==> config.mk <==
export PLATFORM = sky130hd
export DESIGN_NAME = fsk_modulator_flat
export DESIGN_NICKNAME = d
export VERILOG_FILES = /design/src/rtl/fsk_modulator_if.sv /design/src/rtl/fsk_modulator.sv /design/src/flat_wrapper.sv
export SDC_FILE = /design/constraint.sdc
export NUM_CORES = 1
export LEC_CHECK = 0
export ABC_AREA = 0
export CORE_ASPECT_RATIO = 2
export CORE_MARGIN = 5
export CORE_UTILIZATION = 45
export CTS_CLUSTER_SIZE = 10
export DETAILED_ROUTE_END_ITERATION = 6
export PLACE_DENSITY = 0.68
export REMOVE_ABC_BUFFERS = 1
export SYNTH_ARGS = -nofsm -noshare
export SYNTH_HDL_FRONTEND = slang
export SYNTH_SLANG_ARGS = --single-unit
==> constraint.sdc <==
create_clock -name clk -period 7.5 [get_ports clk]
set_input_delay 1.125 -clock clk [delete_from_list [all_inputs] [get_ports clk]]
set_output_delay 1.125 -clock clk [all_outputs]
set_load 0.02 [all_outputs]
==> src/rtl/fsk_modulator_if.sv <==
`default_nettype none
// ============================================================================
// Module      : fsk_modulator_if
// Description : Byte transmit handshake between a byte source and the FSK
//               modulator.
//               tx_data  - byte to transmit, sampled on accept
//               tx_valid - tx_data is valid
//               tx_ready - modulator can accept a byte
//               master : byte source (drives tx_data / tx_valid)
//               slave  : modulator   (drives tx_ready)
// Revision    : 1.0 - initial release
// ============================================================================
interface fsk_modulator_if;
    logic [7:0] tx_data;
    logic       tx_valid;
    logic       tx_ready;

    modport master (output tx_data, output tx_valid, input tx_ready);
    modport slave  (input tx_data, input tx_valid, output tx_ready);
endinterface
`default_nettype wire

==> src/rtl/fsk_modulator.sv <==
`default_nettype none
// ============================================================================
// Module      : fsk_modulator
// Description : Binary FSK transmitter. Frames each accepted byte as start
//               bit, 8 data bits LSB first, stop bit; each bit lasts BAUD_DIV
//               clocks. Bits are sent as a phase-continuous square wave:
//               mark tone (half-period HALF_MARK) for '1', space tone
//               (half-period HALF_SPACE) for '0'. Idles at the mark tone.
//               HALF_MARK, HALF_SPACE and BAUD_DIV must each be >= 2.
// Ports       : clk      - system clock, rising edge
//               rst      - asynchronous active-high reset
//               tx       - byte handshake (slave side)
//               fsk_out  - modulated square wave
//               tone_sel - current tone, 1 = mark, 0 = space
//               busy     - frame in progress
// Revision    : 1.0 - initial release
// ============================================================================
module fsk_modulator #(
    parameter int unsigned HALF_MARK  = 98,
    parameter int unsigned HALF_SPACE = 99,
    parameter int unsigned BAUD_DIV   = 1000
) (
    input  logic           clk,
    input  logic           rst,
    fsk_modulator_if.slave tx,
    output logic           fsk_out,
    output logic           tone_sel,
    output logic           busy
);

    localparam logic [31:0] c_HALF_MARK  = 32'(HALF_MARK);
    localparam logic [31:0] c_HALF_SPACE = 32'(HALF_SPACE);
    localparam logic [31:0] c_BAUD_LAST  = 32'(BAUD_DIV - 1);

    typedef enum logic [1:0] {
        S_IDLE  = 2'd0,
        S_START = 2'd1,
        S_DATA  = 2'd2,
        S_STOP  = 2'd3
    } state_t;

    state_t      r_state;
    logic [31:0] r_baud_cnt;
    logic [31:0] r_bit_idx;
    logic [7:0]  r_shift;
    logic [31:0] r_tone_cnt;
    logic        r_fsk_out;

    logic        w_ready;
    logic        w_accept;
    logic        w_bit_end;
    logic        w_tone_sel;
    logic [31:0] w_lim;
    logic        w_toggle;

    // Handshake and tone selection are decoded straight from the state
    // register so they change in the same cycle as the state itself.
    assign w_ready   = (r_state == S_IDLE);
    assign w_accept  = tx.tx_valid && w_ready;
    assign w_bit_end = (r_baud_cnt == c_BAUD_LAST);

    always_comb begin
        w_tone_sel = 1'b1;
        case (r_state)
            S_IDLE:  w_tone_sel = 1'b1;
            S_START: w_tone_sel = 1'b0;
            S_DATA:  w_tone_sel = r_shift[0];
            S_STOP:  w_tone_sel = 1'b1;
            default: w_tone_sel = 1'b1;
        endcase
    end

    // Framing FSM
    always_ff @(posedge clk or posedge rst) begin
        if (rst) begin
            r_state    <= S_IDLE;
            r_baud_cnt <= '0;
            r_bit_idx  <= '0;
            r_shift    <= '0;
        end else begin
            case (r_state)
                S_IDLE: begin
                    if (w_accept) begin
                        r_shift    <= tx.tx_data;
                        r_baud_cnt <= '0;
                        r_bit_idx  <= '0;
                        r_state    <= S_START;
                    end
                end
                S_START: begin
                    if (w_bit_end) begin
                        r_baud_cnt <= '0;
                        r_state    <= S_DATA;
                    end else begin
                        r_baud_cnt <= r_baud_cnt + 32'd1;
                    end
                end
                S_DATA: begin
                    if (w_bit_end) begin
                        r_baud_cnt <= '0;
                        r_shift    <= {1'b0, r_shift[7:1]};
                        r_bit_idx  <= r_bit_idx + 32'd1;
                        if (r_bit_idx == 32'd7) begin
                            r_state <= S_STOP;
                        end
                    end else begin
                        r_baud_cnt <= r_baud_cnt + 32'd1;
                    end
                end
                S_STOP: begin
                    if (w_bit_end) begin
                        r_baud_cnt <= '0;
                        r_state    <= S_IDLE;
                    end else begin
                        r_baud_cnt <= r_baud_cnt + 32'd1;
                    end
                end
                default: r_state <= S_IDLE;
            endcase
        end
    end

    // Tone generator. The limit follows the tone selected this cycle, but the
    // count itself is only cleared on a toggle, so a tone change stretches or
    // shrinks the half-period in progress instead of restarting it. That
    // keeps the waveform phase-continuous across bit boundaries.
    assign w_lim    = w_tone_sel ? c_HALF_MARK : c_HALF_SPACE;
    assign w_toggle = (r_tone_cnt >= (w_lim - 32'd1));

    always_ff @(posedge clk or posedge rst) begin
        if (rst) begin
            r_tone_cnt <= '0;
            r_fsk_out  <= 1'b0;
        end else if (w_toggle) begin
            r_tone_cnt <= '0;
            r_fsk_out  <= ~r_fsk_out;
        end else begin
            r_tone_cnt <= r_tone_cnt + 32'd1;
        end
    end

    assign tx.tx_ready = w_ready;
    assign busy        = ~w_ready;
    assign tone_sel    = w_tone_sel;
    assign fsk_out     = r_fsk_out;

endmodule
`default_nettype wire

==> src/flat_wrapper.sv <==
// flat-port wrapper written by rule: the top's interface ports become plain ports
module fsk_modulator_flat 
#(
    parameter int unsigned HALF_MARK  = 98,
    parameter int unsigned HALF_SPACE = 99,
    parameter int unsigned BAUD_DIV   = 1000
)
  (clk, rst, fsk_out, tone_sel, busy, tx_tx_data, tx_tx_valid, tx_tx_ready);
  fsk_modulator_if tx_i ();
  input  logic clk;
  input  logic rst;
  output logic fsk_out;
  output logic tone_sel;
  output logic busy;
  input wire logic [$bits(tx_i.tx_data)-1:0] tx_tx_data;
  input wire logic [$bits(tx_i.tx_valid)-1:0] tx_tx_valid;
  output wire logic [$bits(tx_i.tx_ready)-1:0] tx_tx_ready;
  assign tx_i.tx_data = tx_tx_data;
  assign tx_i.tx_valid = tx_tx_valid;
  assign tx_tx_ready = tx_i.tx_ready;
  fsk_modulator #(.HALF_MARK(HALF_MARK), .HALF_SPACE(HALF_SPACE), .BAUD_DIV(BAUD_DIV)) u_core (.clk(clk), .rst(rst), .tx(tx_i), .fsk_out(fsk_out), .tone_sel(tone_sel), .busy(busy));
endmodule
==> flow_metrics.tcl <==
set metrics [dict create \
    run_status "finished, final reports clean" \
    clkSinkCount 107 \
    postRouteAntennaNets 0 \
    ys_seq_elements 107 \
    synthXorXnorAreaFrac_pct 5.06 \
    syn2layout_area_growth_pct 12.7 \
    synthMuxAreaShare_pct 2.00 \
    diodes 0 \
    cp_data_required_time_ns 6.38 \
    grt_pass1_vias 4265 \
    cts_resized 0 \
    cts_tree "done" \
    drive_gt1_share_pct 5.42 \
    die_h_um 162 \
    drv_slew 0 \
    gp_congestion 0.833 \
    timing.critical_path.cells "inv_1 -> ha_1 -> nand2_1 -> a21oi_1 -> clkdlybuf4s50_1" \
    drc 0 \
    fin_nets 570 \
    postCtsHoldBufs 0 \
    synth_top_family_by_area "simple AND/OR/NAND/NOR gates" \
    grt_pass1_wl_mm 20.2 \
    initial_core_util_pct 46.0 \
    yosysWarnings 0 \
    grt_use_total_pct 18.1 \
    cts_buffers 9 \
    hpwl_mm 8.51 \
    crit_type "reg2out" \
    synth_area_leaders "dfrtp_1 52%, xor2_1 3.9%, nor2_1 3.3%, nand4_1 3.1%, nand3_1 2.9%" \
    crit_path_max_incr_delay_ns 0.68 \
    worstMarginPinSlew_ns 1.20 \
    critPathCaptureType "output pin" \
    arrival_ns 2.69 \
    timing.hold.ws_ns 0.470 \
    via_per_inst 5.87 \
    place_ws_ns 3.98 \
    final.setup.tns_ns 0 \
    pin_count 15 \
    synth_seq_area_share_pct 51.6 \
    timing.fmax_mhz 262 \
    syn_area_um2 5190 \
    worstPathMaxFanout 21 \
    yosys.area_share.simple_pct 25.7 \
    cts_setup_buffers 0 \
    max_slew_margin_pct 19.5 \
    ir_worst_vdd_v 0.000165 \
    setup-violations-final 0 \
    synth-main-ff-cell "dfrtp_1" \
    routed_wl_mm 11.8 \
    leakagePower_nw 2.46 \
    skew_ns 0.00646 \
    grt_antenna_before_repair 0 \
    synth_top_area_cell "dfrtp_1" \
    clkLatencyLatePin_ns 0.35 \
    final_cell_mix "107 x dfrtp_1, 45 x nor2_1, 35 x nand2_1" \
    hold_path_class "reg2reg" \
    rows 55 \
    drt_pass1_iterations 4 \
    synth_adder_area_share_pct 2.65 \
    drt_iter0_drc 182 \
    grt_setup_unrepaired "false" \
    root_buffer "clkbuf_16" \
    wire_per_inst_um 17.0 \
    synth_compound_area_share_pct 10.5 \
    fin_crit_sh_pct 50.8 \
    synth_edf_count 0 \
    setup_slack_ns 3.69 \
    period_minus_slack_ns 3.81 \
    final_hold_viol_count 0 \
    drv_cap 0 \
    reg2reg_setup_slack_ns 4.51 \
    power_mw 1.49 \
    clockBufferDepth 2 \
    power_per_cell_area_nw_per_um2 254 \
    overflow 0 \
    cp_slowest_cell "clkdlybuf4s50_1" \
    clkTransAtPathRegs_ns 0.08 \
    synth_cell_type_count 49 \
    yosysTopAreaCellShare_pct 51.6 \
    htreeDepth 3 \
    cp-start-kind "register" \
    synth-async-reset-ratio_pct 100 \
    layout_commonest_cell "dfrtp_1" \
    via_count 4077 \
    core_area_um2 11300 \
    synth_cells 516 \
    die_w_um 86.0 \
    avgSynthCellArea_um2 10.1 \
    numPortBuffers 14 \
    die_area_um2 13900 \
    grt_max_degree 67 \
]
-- report_power, final --
group | internal, mW | switching [mW] | leakage, nW
sequential | 0.630 | 0.0500 | 1.39
clock | 0.237 | 0.236 | 0.148
combinational | 0.132 | 0.202 | 0.917
-- worst max-delay path: cells and delay by family, from the launching register on --
family | cells | cell delay [ns]
buffers and inverters | 2 | 0.82
adders and majority gates | 1 | 0.66
DFF | 1 | 0.43
AOI/OAI and AO/OA | 1 | 0.33
and+or+nand+nor | 1 | 0.12
-- layer usage --
metal	up-vias	routed length (um)	GRT usage [%]
li1	1936	-	-
met1	2010	4340	18.6
met2	94	6570	33.1
met3	37	318	2.99
met4	0	585	10.9
met5	-	0	0
-- final timing paths --
| path | from | to | cells past startpoint |
|---|---|---|---|
| worst max-delay path | u_core.r_state[0] | tone_sel | 5 |
| worst min-delay path | u_core.fsk_out | u_core.fsk_out | 1 |
| worst max register to register | u_core.r_state[0] | u_core.r_bit_idx[14] | 6 |
| worst min register to register | u_core.fsk_out | u_core.fsk_out | 1 |
| max in group asynchronous | rst | u_core.r_tone_cnt[7] | 3 |
| min in group asynchronous | rst | u_core.r_tone_cnt[5] | 2 |
-- Yosys cell counts, drive strengths merged, types with 4 or more instances --
master  instances
nand2b         11
inv            13
nand3          32
nand4          26
or3             4
mux2i           7
o31ai          16
nor4           20
nand2          35
nor2           45
and2            4
xnor2           7
dfrtp         107
o22a            7
and4           10
clkbuf         17
xor2           23
a21oi          26
or4            17
o211ai          6
and3           13
buf             4
ha             11
o21a            7
nor3           14
o21ai          10
-- registers in the layout (all words and copies together), names as in the netlist --
| name | cells |
|---|---|
| u_core.fsk_out | 1 |
| u_core.r_baud_cnt | 32 |
| u_core.r_bit_idx | 32 |
| u_core.r_shift | 8 |
| u_core.r_state | 2 |
| u_core.r_tone_cnt | 32 |
-- area by class of cell --
cell class / count / area, um^2
inverter: 13 / 51.3
fill: 1040 / 5430
tap: 142 / 178
clock buffer: 9 / 225
clock inverter: 7 / 78.8
multi-input combinational: 399 / 2470
timing repair buffer: 18 / 170
sequential: 107 / 2680
-- stage by stage --
stage,std cells,utilization (%),cell area (um^2)
floorplan,519,-,5200
global placement,679,49.2,5550
detailed placement,679,49.2,5550
CTS,695,51.9,5850
global route,695,51.9,5850
finish,695,51.9,5850
-- logic make-up after synthesis --
logic type	Yosys count
xor+xnor	30
other cells	1
compound gates	83
fa+ha+maj	11
simple gates	240
flops	107
mux	10
buf+inv	34
No activity file was read; power rests on OpenSTA's default activity.
==> RTL change 1: new RTL, same settings <==
Encoding of `state_t`: now one-hot (4 bits for 4 states).
--- a/src/rtl/fsk_modulator.sv
+++ b/src/rtl/fsk_modulator.sv
@@ -32,11 +32,11 @@
     localparam logic [31:0] c_HALF_SPACE = 32'(HALF_SPACE);
     localparam logic [31:0] c_BAUD_LAST  = 32'(BAUD_DIV - 1);
 
-    typedef enum logic [1:0] {
-        S_IDLE  = 2'd0,
-        S_START = 2'd1,
-        S_DATA  = 2'd2,
-        S_STOP  = 2'd3
+    typedef enum logic [3:0] {
+        S_IDLE  = 4'b0001,
+        S_START = 4'b0010,
+        S_DATA  = 4'b0100,
+        S_STOP  = 4'b1000
     } state_t;
 
     state_t      r_state;
Function: same outputs for any inputs over 10 cycles, from zero or initial values and one cycle with rst high; not proved beyond that.
==> RTL change 1 against the original RTL <==
  * Total power up 4.5%
  * Sequential cell count grew 2
  * Synthesized area grew 2.8%
  * First-iteration DRC count is 14% higher
  * Critical endpoint unchanged
  * Routed wire length down 1.3%
  * Worst setup slack improved by 0.014 ns
  * Maximum frequency rose by 0.37%
  * Clock skew up 0.0053 ns
  * Count of clock-buffer cells in the layout is the same
  * Die area rose by 2.6%
  * Final area increased by 2.5%
  * Non-clock buffer count is the same
==> RTL change 1: results (changes against the original RTL) <==
- The worst clock skew is 0.01173 ns (was 0.006460 ns).
- The internal power was 1.021 mW (was 0.9989 mW).
- The final-layout non-clock buffer area share is 2.836% (was 2.907%).
- The share of the yosys chip area belonging to registers was 51.11% (was 51.57%).
- The reported leakage power is 2.581 nW (was 2.458 nW).
- The wire length per cell after detailed routing is 16.17 um (was 17.00 um).
- The number of levels the H-tree was split into came to 3 (unchanged).
- The total track usage is 17.55% (was 18.08%).
- The peak per-stage delay on the critical path is 0.66 ns (was 0.68 ns).
- The peak fanout along the critical path is 37 (was 21).
- The footprint of the flip-flops and latches is 2729 sq um (was 2678 sq um).
- The routing usage on met2 was 32.11% (was 33.13%).
- The multi-input combinational gate total came to 420 (was 399).
- The number of nets in the finished design is 587 (was 570).
- The routability congestion estimate is 0.8382 (was 0.8330).
- The total met2 wirelength after detailed routing came to 6514 um (was 6570 um).
- Most area-consuming cells after synthesis: dfrtp_1, nor2_1, xor2_1 (was dfrtp_1, xor2_1, nor2_1).
- The via count of the first global-routing pass is 4156 (was 4265).
- The async set-or-reset flop fraction in the synthesized netlist is 100.0% (unchanged).
- The proportion of power drawn by the clock network is 31.5% (was 31.8%).
- Top post-synthesis cells by count: dfrtp_1, nor2_1, nand2_1, xor2_1, nand3_1 (was dfrtp_1, nor2_1, nand2_1, nand3_1).
- The share of final-layout standard cells stronger than drive strength 1 is 7.986% (was 5.425%).
- The detailed route wirelength on metal3 was 227 um (was 318 um).
- Status: finished, final reports clean (unchanged).
- The met3 track utilization from global routing is 2.811% (was 2.995%).
- The critical path arrival is 2.67 ns (was 2.69 ns).
- The detailed-routing wirelength on met1 is 4384 um (was 4341 um).
- The iteration count of the initial detailed-routing pass is 5 (was 4).
- The half-perimeter wire length after placement is 8250 um (was 8512 um).
- The clock network area share was 5.089% (was 5.193%).
- The ratio of routed vias to standard cells is 5.613 (was 5.866).
- The fraction of met1 tracks used by global routing is 18.45% (was 18.61%).
- The slew at the pin closest to its max-slew limit is 1.258 ns (was 1.203 ns).
- The number of sequential cells is 109 (was 107).
- The wire length of the first global-routing pass is 19730 um (was 20160 um).
- The highest ir drop seen on vdd is 0.1474 mV (was 0.1646 mV).
- The combinational fraction of design power is 24.8% (was 22.5%).
- The area occupied by multi-input gates was 2562 sq um (was 2474 sq um).
- The maximum number of pins on one net before global-route repair was 70 (was 67).
-- RTL change 1: changes by cell type after synthesis, moves of 7 or more --
cell,change
nor2_1,+52
a21oi_1,-23
xor2_1,+18
nand4_1,-16
or4_1,-16
xnor2_1,+16
o31ai_1,-14
o2111ai_1,+11
clkbuf_1,-9
nand2_1,+9
nand2b_1,-9
mux2i_1,-7
o22a_1,-7
-- RTL change 1: worst paths after layout --
kind	from	end	slack, ns	depth (start not counted)
setup reg to reg	u_core.r_baud_cnt[4]$_DFFE_PP0P_	u_core.r_bit_idx[2]$_DFFE_PP0P_	4.30	6
min in group asynchronous	rst	u_core.r_baud_cnt[13]$_DFFE_PP0P_	1.17	2
max in group asynchronous	rst	u_core.r_state[2]$_DFFE_PP0P_	5.06	3
setup / recovery	u_core.r_state[0]$_DFFE_PP1P_	tone_sel	3.70	6
hold / removal	u_core.fsk_out$_DFFE_PP0P_	u_core.fsk_out$_DFFE_PP0P_	0.47	1
hold reg to reg	u_core.fsk_out$_DFFE_PP0P_	u_core.fsk_out$_DFFE_PP0P_	0.47	1
-- RTL change 1: per-stage QoR --
stage	worst slack, ns	total power, mW	cell area, sq um	hold slack [ns]	cells
after CTS	3.696	1.565	6000	0.4790	721
after global routing	3.555	1.635	6000	0.4966	721
after detailed placement	3.758	1.078	5694	0.4690	705
after global placement	3.822	1.063	5694	0.4600	705
final	3.704	1.553	6000	0.4741	721
after floorplan	3.503	0.9512	5338	0.4466	542
-- RTL change 1: cell families (layout without fill, tap and decap cells) --
logic type	after synthesis	after routing	share of synthesized area, %
xor+xnor	64	64	10.50
simple gates	267	267	26.27
other cells	1	25	0.07024
compound gates	58	58	8.039
buf+inv	31	47	2.625
mux	1	1	0.2109
fa+ha+maj	5	5	1.172
flops	109	109	51.11
==> RTL change 2: new RTL, config.mk and constraints unchanged <==
Made on the original files. `BAUD_DIV` is set to 1000 in 2 places; all go to 512.
--- a/src/rtl/fsk_modulator.sv
+++ b/src/rtl/fsk_modulator.sv
@@ -18,7 +18,7 @@
 module fsk_modulator #(
     parameter int unsigned HALF_MARK  = 98,
     parameter int unsigned HALF_SPACE = 99,
-    parameter int unsigned BAUD_DIV   = 1000
+    parameter int unsigned BAUD_DIV   = 512
 ) (
     input  logic           clk,
     input  logic           rst,
--- a/src/flat_wrapper.sv
+++ b/src/flat_wrapper.sv
@@ -3,7 +3,7 @@
 #(
     parameter int unsigned HALF_MARK  = 98,
     parameter int unsigned HALF_SPACE = 99,
-    parameter int unsigned BAUD_DIV   = 1000
+    parameter int unsigned BAUD_DIV   = 512
 )
   (clk, rst, fsk_out, tone_sel, busy, tx_tx_data, tx_tx_valid, tx_tx_ready);
   fsk_modulator_if tx_i ();
Check against the original RTL: no difference found for any inputs over 10 cycles, from zero or initial values and one cycle with rst high; that may be too few to reach the edited logic, so the function may still have changed.
==> RTL change 2 against the original RTL <==
  * Non-clock buffer count is 2 higher
  * Total power is 6.4% higher
  * Cell count is 5.5% higher
  * Clock power is 2% lower
  * Sequential cell count stayed put
  * Synthesized area is 4.0% higher
  * Combinational power is 34% higher
  * Critical path depth stayed put
  * Routed wire length is 11% higher
  * Final area is 3.0% higher
  * Worst setup slack better by 0.061 ns
  * Worst hold slack worse by 0.0046 ns
==> RTL change 2: results (changes against the original RTL) <==
- Status: finished, final reports clean (unchanged).
- The post-route non-filler standard cell count is 733 (was 695).
- The peak fanout along the critical path is 20 (was 21).
- The half-perimeter wire length after placement is 9444 um (was 8512 um).
- Top post-synthesis cells by count: dfrtp_1, nor2_1, nand2_1, a21oi_1 (was dfrtp_1, nor2_1, nand2_1, nand3_1).
- The clock latency on the worst-skew pair is 0.35 ns (about the same).
- The wire length per cell after detailed routing is 17.85 um (was 17.00 um).
- The xor/xnor share of the synthesized area is 4.381% (was 5.060%).
- The total placed cells including tap cells was 717 (was 679).
- Regs by FF count: u_core.r_baud_cnt: 32 flops, u_core.r_bit_idx: 32 flops, u_core.r_tone_cnt: 32 flops (unchanged).
- The total track usage came to 19.27% (was 18.08%).
- Most area-consuming cells after synthesis: dfrtp_1, nor4_1, xnor2_1 (was dfrtp_1, xor2_1, nor2_1).
- The share of final-layout standard cells stronger than drive strength 1 was 5.272% (was 5.425%).
- The routing usage on met2 was 35.85% (was 33.13%).
- The slack of the worst reg-to-reg path is 4.15 ns (was 4.51 ns).
- The met3 track utilization from global routing was 2.396% (was 2.995%).
- The critical path arrival is 2.62 ns (was 2.69 ns).
- The share of the yosys chip area belonging to registers is 49.61% (was 51.57%).
- The fraction of the mapped netlist area in adder cells is 2.550% (was 2.651%).
- The detailed router's first-iteration violation count came to 190 (was 182).
- The maximum number of pins on one net before global-route repair is 77 (was 67).
- The complex-gate fraction of the synthesized area is 13.31% (was 10.46%).
- The reported leakage power is 2.460 nW (was 2.458 nW).
- The worst clock skew came to 0.008134 ns (was 0.006460 ns).
- The multiplexer share of the synthesized area is 0.9736% (was 2.000%).
- The slew at the pin closest to its max-slew limit is 1.031 ns (was 1.203 ns).
- The total number of vias is 4469 (was 4077).
- The depth of the worst register-to-register path is 7 (was 6).
- The count of fill cells added during filler insertion was 1108 (was 1040).
- The instance count of the mapped netlist is 556 (was 516).
- The iteration count of the initial detailed-routing pass is 6 (was 4).
- The wire length of the first global-routing pass is 21780 um (was 20160 um).
- The peak per-stage delay on the critical path came to 0.66 ns (was 0.68 ns).
- The routability congestion estimate came to 0.8913 (was 0.8330).
- The slowest cell on the critical path is ha_1 (was clkdlybuf4s50_1).
- The CTS buffer count is 9 (unchanged).
- The number of library cell types mapped by synthesis was 53 (was 49).
- The fraction of met1 tracks used by global routing is 19.92% (was 18.61%).
==> RTL change 2: changes by cell type after synthesis, sizes merged, moves of 4 or more <==
cell,before,now
xnor2,7,21
buf,4,8
a21oi,26,33
inv,13,18
xor2,23,6
nand2b,11,1
o21ai,10,15
nand4,26,18
nor4,20,31
or3,4,16
mux2i,7,3
==> RTL change 2: cell families after synthesis <==
logic type               Yosys count
AO/OA/AOI/OAI                    108
XOR/XNOR                          27
adder cells (fa/ha/maj)           11
buffers and inverters             46
flip-flops                       107
multiplexers                       5
other                              1
AND/OR/NAND/NOR                  251
==> RTL change 2: report_power, final <==
part / switching, mW / internal (mW) / total, mW
clock network: 0.224 / 0.238 / 0.462
logic: 0.293 / 0.154 / 0.448
registers: 0.0460 / 0.627 / 0.673
==> RTL change 2: cell type report <==
cell class | instances | area share (%)
clock buffer | 10 | 3.963
clock inverter | 6 | 0.8093
inverter | 18 | 1.162
multi-input combinational | 427 | 43.58
sequential | 107 | 44.41
tap | 145 | 3.009
timing repair buffer | 20 | 3.071
==> RTL change 2: metal layers <==
metal | wire length, um | share of wire (%)
met3 | 411 | 3.1
met1 | 4644 | 35
met5 | 0 | 0
met2 | 7353 | 56
met4 | 674 | 5.2
==> RTL change 2: per-stage QoR <==
stage          worst slack, ns  utilization, %  area (sq um)  power (mW)  hold WS, ns
2_1_floorplan            3.558               -          5373      0.9661       0.4473
3_3_place_gp             3.665           48.78          5742       1.120       0.4545
6_report                 3.750           51.22          6030       1.582       0.4656
4_1_cts                  3.692           51.22          6030       1.600       0.4707
3_5_place_dp             3.607           48.78          5742       1.137       0.4563
5_1_grt                  3.549           51.22          6030       1.670       0.4759
